--- config.mk ---
export PLATFORM = sky130hd
export DESIGN_NAME = cdb_arbiter
export DESIGN_NICKNAME = d
export VERILOG_FILES = /design/src/rtl/cdb_arbiter_pkg.sv /design/src/rtl/cdb_req_fifo.sv /design/src/rtl/cdb_arbiter.sv
export SDC_FILE = /design/constraint.sdc
export NUM_CORES = 2
export LEC_CHECK = 0
export ABC_CLOCK_PERIOD_IN_PS = 7600
export BUFFER_PORTS_ARGS = -buffer_cell sky130_fd_sc_hd__buf_2
export CORE_UTILIZATION = 36
export DETAILED_ROUTE_END_ITERATION = 16
export PLACE_DENSITY = 0.61
export SYNTH_ARGS = -nofsm -noshare
export SYNTH_HDL_FRONTEND = slang
export SYNTH_SLANG_ARGS = --single-unit
--- constraint.sdc ---
create_clock -name clk -period 7.6 [get_ports clk]
set_input_delay 0.76 -clock clk [delete_from_list [all_inputs] [get_ports clk]]
set_output_delay 0.76 -clock clk [all_outputs]
set_load 0.02 [all_outputs]
--- src/rtl/cdb_arbiter_pkg.sv ---
// Shared types and default sizing for the common-data-bus arbiter.
// Imported by cdb_req_fifo, cdb_arbiter and the testbench.
package cdb_arbiter_pkg;

    localparam int CDB_NUM_REQ   = 5;
    localparam int CDB_NUM_PORTS = 2;
    localparam int CDB_BUF_DEPTH = 2;

    typedef enum logic [2:0] {
        CDB_REQ_ADD,
        CDB_REQ_MUL,
        CDB_REQ_DIV,
        CDB_REQ_BR,
        CDB_REQ_MEM
    } cdb_req_e;

    typedef struct packed {
        logic        valid;
        logic [4:0]  rob_idx;
        logic [5:0]  pd;
        logic [4:0]  rd_s;
        logic [31:0] rd_v;
    } cdb_t;

endpackage

--- src/rtl/cdb_req_fifo.sv ---
// Per-producer holding FIFO for CDB results.
// A push into a full FIFO is dropped; flush empties it at the edge.
module cdb_req_fifo
    import cdb_arbiter_pkg::*;
#(
    parameter int DEPTH = CDB_BUF_DEPTH
) (
    input  logic                     clk,
    input  logic                     rst,
    input  logic                     flush,
    input  logic                     push,
    input  logic                     pop,
    input  cdb_t                     din,
    output logic [$clog2(DEPTH):0]   count,
    output logic                     full,
    output logic                     empty,
    output cdb_t                     head
);

    localparam int PW = $clog2(DEPTH);
    localparam int CW = PW + 1;

    cdb_t          mem [DEPTH];
    logic [PW-1:0] rd_ptr;
    logic [PW-1:0] wr_ptr;
    logic          do_push;
    logic          do_pop;

    // Full is judged on the pre-edge count, so a popped full FIFO still drops its push.
    assign full    = (count == CW'(DEPTH));
    assign empty   = (count == '0);
    assign head    = mem[rd_ptr];
    assign do_push = push && !full && !flush;
    assign do_pop  = pop && !empty && !flush;

    always_ff @(posedge clk) begin
        if (do_push) begin
            mem[wr_ptr] <= din;
        end
    end

    always_ff @(posedge clk or posedge rst) begin
        if (rst) begin
            rd_ptr <= '0;
            wr_ptr <= '0;
            count  <= '0;
        end else if (flush) begin
            rd_ptr <= '0;
            wr_ptr <= '0;
            count  <= '0;
        end else begin
            if (do_push) begin
                wr_ptr <= wr_ptr + 1'b1;
            end
            if (do_pop) begin
                rd_ptr <= rd_ptr + 1'b1;
            end
            count <= count + CW'(do_push) - CW'(do_pop);
        end
    end

endmodule

--- src/rtl/cdb_arbiter.sv ---
// Round-robin arbiter draining NUM_REQ producer FIFOs onto NUM_CDB broadcast ports.
// Optional same-cycle bypass of empty FIFOs is enabled by defining CDB_BYPASS_EN.
module cdb_arbiter
    import cdb_arbiter_pkg::*;
#(
    parameter int NUM_REQ   = CDB_NUM_REQ,
    parameter int NUM_CDB   = CDB_NUM_PORTS,
    parameter int BUF_DEPTH = CDB_BUF_DEPTH
) (
    input  logic                     clk,
    input  logic                     rst,
    input  logic                     flush,
    input  cdb_t [NUM_REQ-1:0]       req_i,
    output logic [NUM_REQ-1:0]       full_o,
    output cdb_t [NUM_CDB-1:0]       cdb_o,
    output logic [NUM_REQ-1:0]       grant_o,
    output logic                     overflow_o
);

    localparam int CW = $clog2(BUF_DEPTH) + 1;
    localparam int RW = (NUM_REQ > 1) ? $clog2(NUM_REQ) : 1;

    logic [RW-1:0]        rr_ptr;
    logic [RW-1:0]        rr_next;
    logic [NUM_REQ-1:0]   req_valid;
    logic [NUM_REQ-1:0]   fifo_full;
    logic [NUM_REQ-1:0]   fifo_empty;
    logic [NUM_REQ-1:0]   cand;
    logic [NUM_REQ-1:0]   bypass;
    logic [NUM_REQ-1:0]   push;
    logic [NUM_REQ-1:0]   pop;
    cdb_t [NUM_REQ-1:0]   fifo_head;
    cdb_t [NUM_REQ-1:0]   src;
    logic [CW-1:0]        fifo_count [NUM_REQ];

    for (genvar g = 0; g < NUM_REQ; g++) begin : g_fifo
        cdb_req_fifo #(.DEPTH(BUF_DEPTH)) u_fifo (
            .clk   (clk),
            .rst   (rst),
            .flush (flush),
            .push  (push[g]),
            .pop   (pop[g]),
            .din   (req_i[g]),
            .count (fifo_count[g]),
            .full  (fifo_full[g]),
            .empty (fifo_empty[g]),
            .head  (fifo_head[g])
        );
        assign req_valid[g] = req_i[g].valid;
        assign full_o[g]    = (fifo_count[g] == CW'(BUF_DEPTH));
    end

    // A producer competes when its FIFO holds data (or, with bypass, when an empty FIFO sees a push).
    always_comb begin
        cand = '0;
        src  = '0;
        for (int i = 0; i < NUM_REQ; i++) begin
`ifdef CDB_BYPASS_EN
            cand[i] = !fifo_empty[i] || req_valid[i];
            src[i]  = fifo_empty[i] ? req_i[i] : fifo_head[i];
`else
            cand[i] = !fifo_empty[i];
            src[i]  = fifo_head[i];
`endif
        end
    end

    always_comb begin
        int n;
        int idx;
        cdb_o   = '0;
        grant_o = '0;
        rr_next = rr_ptr;
        n       = 0;
        idx     = 0;
        if (!flush) begin
            for (int k = 0; k < NUM_REQ; k++) begin
                idx = int'(rr_ptr) + k;
                if (idx >= NUM_REQ) begin
                    idx = idx - NUM_REQ;
                end
                if (cand[idx] && (n < NUM_CDB)) begin
                    cdb_o[n]     = src[idx];
                    grant_o[idx] = 1'b1;
                    n            = n + 1;
                    rr_next      = (idx + 1 == NUM_REQ) ? '0 : RW'(idx + 1);
                end
            end
        end
    end

    // A bypassed result goes straight to the bus and must not also be enqueued.
    always_comb begin
        bypass = '0;
        push   = '0;
        pop    = '0;
        for (int i = 0; i < NUM_REQ; i++) begin
`ifdef CDB_BYPASS_EN
            bypass[i] = grant_o[i] && fifo_empty[i];
`else
            bypass[i] = 1'b0;
`endif
            push[i] = req_valid[i] && !bypass[i];
            pop[i]  = grant_o[i] && !fifo_empty[i];
        end
    end

    always_ff @(posedge clk or posedge rst) begin
        if (rst) begin
            rr_ptr     <= '0;
            overflow_o <= 1'b0;
        end else begin
            rr_ptr <= rr_next;
            if (!flush && |(req_valid & fifo_full)) begin
                overflow_o <= 1'b1;
            end
        end
    end

endmodule
* Word-level counts from Yosys, hierarchy flattened
Memories as Yosys holds them, arrays and structs flattened.
Index checks and enable logic that the tools add are counted.
** Storage, ports and cells
- Register bits after elaboration :: 24
- Memory bits (writable) :: 490
- Input bits :: 248
- Output and inout port bits :: 109
- Word-level logic and storage cells :: 305
- Memories :: 5
** Cells by class
- Add/subtract/negate cells :: 37
- Order comparisons :: 27
- Equality and inequality tests :: 10
- Multiplexer cells :: 135
- Bitwise operators :: 6
- Reductions and logical operators :: 68
** Memory list
- g_fifo[0].u_fifo.mem :: depth 2, bits a word 49, read ports 1, clocked after Yosys merged registers in 0, write ports 1, line cdb_req_fifo.sv:23 : cdb_t mem [DEPTH];
- g_fifo[1].u_fifo.mem :: depth 2, bits a word 49, read ports 1, clocked after Yosys merged registers in 0, write ports 1, line cdb_req_fifo.sv:23
- g_fifo[2].u_fifo.mem :: depth 2, bits a word 49, read ports 1, clocked after Yosys merged registers in 0, write ports 1, line cdb_req_fifo.sv:23
- g_fifo[3].u_fifo.mem :: depth 2, bits a word 49, read ports 1, clocked after Yosys merged registers in 0, write ports 1, line cdb_req_fifo.sv:23
- g_fifo[4].u_fifo.mem :: depth 2, bits a word 49, read ports 1, clocked after Yosys merged registers in 0, write ports 1, line cdb_req_fifo.sv:23
** Operator list (number)
- $mux W49 :: 16
- $mux W98 :: 8
- $bmux W49 S3 :: 5
- $mux W32 :: 17
- $bwmux W98 :: 4
- $ge A32 B1 Y1 const B :: 9
- $add A32 B2 Y32 const B :: 8
- $lt A32 B3 Y1 const B :: 8
- $demux W49 S1 :: 4
- $eq A32 B4 Y1 const B :: 5
- $lt A32 B5 Y1 const B :: 5
- $mux W5 :: 10
- $mux W1 :: 46
- $logic_and A1 B1 Y1 :: 39
- $mux W3 :: 10
- $or A5 B5 Y5 :: 4
- $reduce_bool A2 Y1 :: 10
- $sub A4 B3 Y5 const B :: 4
- $ge A4 B3 Y1 const B :: 4
- $bmux W1 S3 :: 5
- $demux W1 S3 :: 5
- $logic_not A1 Y1 :: 11
- $add A1 B1 Y1 const B :: 10
- $add A2 B1 Y2 :: 5
- 14 further kinds :: 31

* Logic depth before layout (Yosys ltp)
- Word-level depth :: 29
- Depth in mapped cells :: 29
- Depth with buffers taken out :: 26

* Hierarchy
Synthesis repeated with hierarchy kept, for this count alone.
** Second synthesis, totals
- Cell total of the unflattened synthesis :: 3578
- Area, all modules :: 35619.2 um^2
** Modules (own cells, without submodules)
- cdb_req_fifo :: times used 5, cells each 179, area an instance 4021.4 um^2, seq. area each 3042.9 um^2
- cdb_arbiter :: times used 1, cells each 2683, area an instance 15512.4 um^2, seq. area each 100.1 um^2

* Least setup slack after synthesis
No wires, ideal clock.
- Path type :: reg2out
- Start :: reg rr_ptr[1]
- End :: out cdb_o[86] in the netlist's numbering
- Arrival :: 4.904 ns
- Required time :: 6.840 ns
- Slack :: 1.936 ns
- Stages on the path, launching flop included :: 23
- Cell sequence :: dfrtp_1 buf_2 inv_1 ha_1 inv_1 ha_1 a21o_4 a21oi_4 inv_2 a221oi_2 a211o_1 buf_4 clkbuf_1 ha_1 xnor2_1 ha_1 o21ai_2 nand4_1 o32ai_2 nor2_1 buf_2 buf_2 a32o_1
** RTL lines
- start, declared :: line cdb_arbiter.sv:23 : logic [RW-1:0] rr_ptr;
- start signal, assigned :: line cdb_arbiter.sv:113 : rr_ptr <= rr_next;
- end, declared :: line cdb_arbiter.sv:15 : output cdb_t [NUM_CDB-1:0] cdb_o,

==> metrics.txt <==
number of clock buffers inserted by TritonCTS 56; count of pins on the block boundary 357; number of global-route vias before repair 30700; critical-path cell with the highest stage delay sky130_fd_sc_hd__buf_4; syn avg cell area 9.61 sq um; post-synth top area share 0.426; total detailed-routing wirelength about 150000 um; placer congestion estimate 0.969; clk buf depth 3; max-cap violations 0; most frequent cells after synthesis 490 x sky130_fd_sc_hd__edfxtp_1, 385 x sky130_fd_sc_hd__nand2_1, 300 x sky130_fd_sc_hd__o21ai_0; CTS Hold Buffers Added 0; NumNets Final around 4000; worst hold slack approximately 0.3 ns; minimum period implied by the final worst setup slack 7.37 ns; count of flip-flops with a built-in enable after synthesis 490; startpoint type of the worst setup path flop; Initial Utilization 0.364; buffers added on ports approximately 360; setup violation total in the final timing report 0; share of synthesized area occupied by flip-flops and latches 0.443; number of distinct standard cells referenced by the synthesized netlist 88; wire per inst around 30 um; H-tree levels 2; share of the clock period used by the worst path 0.970; leading area contributor after synthesis sky130_fd_sc_hd__edfxtp_1; Yosys warning count 0; Rows 113; summed instance area of the synthesized netlist 0.0346 sq mm; simple logic cell fraction of the synthesized area 0.115; CTS tree built; setup repair after global routing missed its margin false; complex-gate fraction of the synthesized area 0.265; number of instances in the synthesized netlist 3600; sinks on the clock net 514; parity-gate share of the synthesized area counting xor and xnor cells 0.00677; Slew Limit Headroom 0.163; main combinational cell family by area after synthesis compound AO/OA/AOI/OAI gates; Layout area overhead 13.8%; Worst Setup Path Type flop to output port; placed cell area 0.0375 sq mm; Total Neg Setup Slack 0 ns; number of nets with antenna violations after detailed routing 0; total routing resource utilization after global routing 0.297; number of remaining DRC errors 0; data required time of the worst path roughly 6.8 ns; Most used DFF post-synth sky130_fd_sc_hd__edfxtp_1; post-layout instance area between 0.03 and 0.04 sq mm; Final Hold Violating Endpoints 0; initial antenna violation count 20; height of the chip 312 um; transition at the pin with the smallest max-transition slack 1.26 ns; status finished, final reports clean; Remaining Overflow, GRT 0; die width ~310 um; CP arrival 6.61 ns; First-pass DRT Iterations 10; fraction of final layout cells with drive strength greater than 1 0.203; top post-synthesis cells by area sky130_fd_sc_hd__edfxtp_1 43%, sky130_fd_sc_hd__mux2i_1 5.1%, sky130_fd_sc_hd__mux2_2 4.9%, sky130_fd_sc_hd__o211ai_1 4.8%, sky130_fd_sc_hd__o21ai_0 4.3%; maximum number of pins on one net before global-route repair 181; cell type with the highest occurrence count on the critical path sky130_fd_sc_hd__ha_1; Worst path max stage delay 0.72 ns; vias 33100; fraction of the mapped netlist area in adder cells 0.0219; final number of max-transition violations 0; share of cell area taken by muxes after synthesis 0.102; total die area slightly below 0.1 sq mm; placed wire-length estimate slightly below 100000 um; Setup Skew about 0.016 ns; crit path cell chain inv_1 -> ha_1 -> inv_1 -> ha_1 -> nor2_1 -> o22a_4 -> a211oi_1 -> a211o_1 -> inv_4 -> buf_4 -> ha_1 -> a21oi_1 -> ha_1 -> o21ai_2 -> nand4_1 -> o32ai_4 -> buf_4 -> a32o_1 -> buf_2; Worst Hold Class input port to flop; share of flip-flops with an asynchronous set or reset 0.0467; flip-flop and latch count after synthesis 514; Via-to-Cell Ratio about 6.5; master cell of the clock root buffer sky130_fd_sc_hd__clkbuf_16; core region area 0.0950 sq mm; CP Capture Type output port; Peak Freq 0.136 GHz; most frequent cell after synthesis sky130_fd_sc_hd__edfxtp_1; maximum fanout along the worst path 49; number of violations reported at the end of detailed-routing iteration 0 around 4800; global-route wire length before repair 213000 um; clock slew at the register clock pins of the worst setup and hold paths 0.07 ns; clk_lat worst skew 0.64 ns
## per-stage QoR
step           instances  utilization  setup slack (ns)
2_1_floorplan       3602            -              1.94
3_3_place_gp        4944        0.395              1.06
3_5_place_dp        4944        0.395             0.942
4_1_cts             5045        0.414             0.228
5_1_grt             5055        0.414            0.0239
6_report            5061        0.414             0.227
## critical path, delay by kind of cell (launching register included)
kind	cells	cell delay (ns)
buffers and inverters	6	2.08
flip-flops	1	0.38
AND/OR/NAND/NOR	2	0.56
AO/OA/AOI/OAI	7	1.59
adder cells (fa/ha/maj)	4	1.30
## cells in the final DEF, fill, tap and decap left out, types with 63 or more instances in the layout
cell	count
sky130_fd_sc_hd__a31oi_1	63
sky130_fd_sc_hd__o211ai_1	219
sky130_fd_sc_hd__buf_2	355
sky130_fd_sc_hd__a21oi_1	276
sky130_fd_sc_hd__nand2_1	383
sky130_fd_sc_hd__o21ai_0	300
sky130_fd_sc_hd__a22oi_1	88
sky130_fd_sc_hd__mux2i_1	176
sky130_fd_sc_hd__edfxtp_1	490
sky130_fd_sc_hd__buf_4	87
sky130_fd_sc_hd__nand3_1	73
sky130_fd_sc_hd__nor2_1	257
sky130_fd_sc_hd__mux2_2	151
## layer usage
layer | up-vias | GRT usage | share of wire
met5 | - | 0 | 0.00054
met4 | 12 | 0.174 | 0.065
met3 | 536 | 0.0602 | 0.10
met2 | 2435 | 0.464 | 0.44
met1 | 15900 | 0.380 | 0.39
li1 | 14200 | - | -
## worst paths after layout
path | startpoint | end | slack, ns | cells after the start
setup / recovery | rr_ptr[1] | cdb_o[57] | 0.23 | 19
hold / removal | req_i[191] | g_fifo[3].u_fifo.mem[0][44] | 0.30 | 1
setup reg to reg | rr_ptr[1] | g_fifo[3].u_fifo.count[1] | 1.18 | 25
hold reg to reg | overflow_o | overflow_o | 0.47 | 1
max in group asynchronous | rst | g_fifo[2].u_fifo.rd_ptr | 6.41 | 2
min in group asynchronous | rst | overflow_o | 0.39 | 2
## flip-flops by register name (all words and copies together), names as in the netlist
signal	count
rr_ptr	3
overflow_o	1
g_fifo.u_fifo.count	10
g_fifo.u_fifo.mem	490
g_fifo.u_fifo.rd_ptr	5
g_fifo.u_fifo.wr_ptr	5
## what timing repair did
| item | CTS | global route |
|---|---|---|
| gates resized for setup | 0 | 0 |
| setup buffers | 0 | 3 |
| setup endpoints to repair | 0 | 27 |
| endpoints found under the hold margin | 0 | 0 |
## layout make-up
| class | instances | area, sq um |
|---|---|---|
| diodes | 12 | 30.0 |
| clock buffers | 67 | 1480 |
| clock inverters | 34 | 279 |
| fillers | 9273 | 55600 |
| inverters | 35 | 138 |
| multi-input cells | 2685 | 18000 |
| flip-flops and latches | 514 | 15300 |
| well taps | 1265 | 1580 |
| repair buffers | 449 | 2570 |
## cells by family (layout without fill, tap and decap cells)
logic type | Yosys count | after routing
compound gates | 1351 | 1351
xor+xnor | 25 | 25
fa+ha+maj | 60 | 60
buf+inv | 404 | 585
flops | 514 | 514
mux | 332 | 332
other cells | 1 | 15
simple gates | 913 | 914
Power is left out: the tool's default activity adds up to more than one toggle a clock period on the data nets, which glitch-free logic cannot reach.
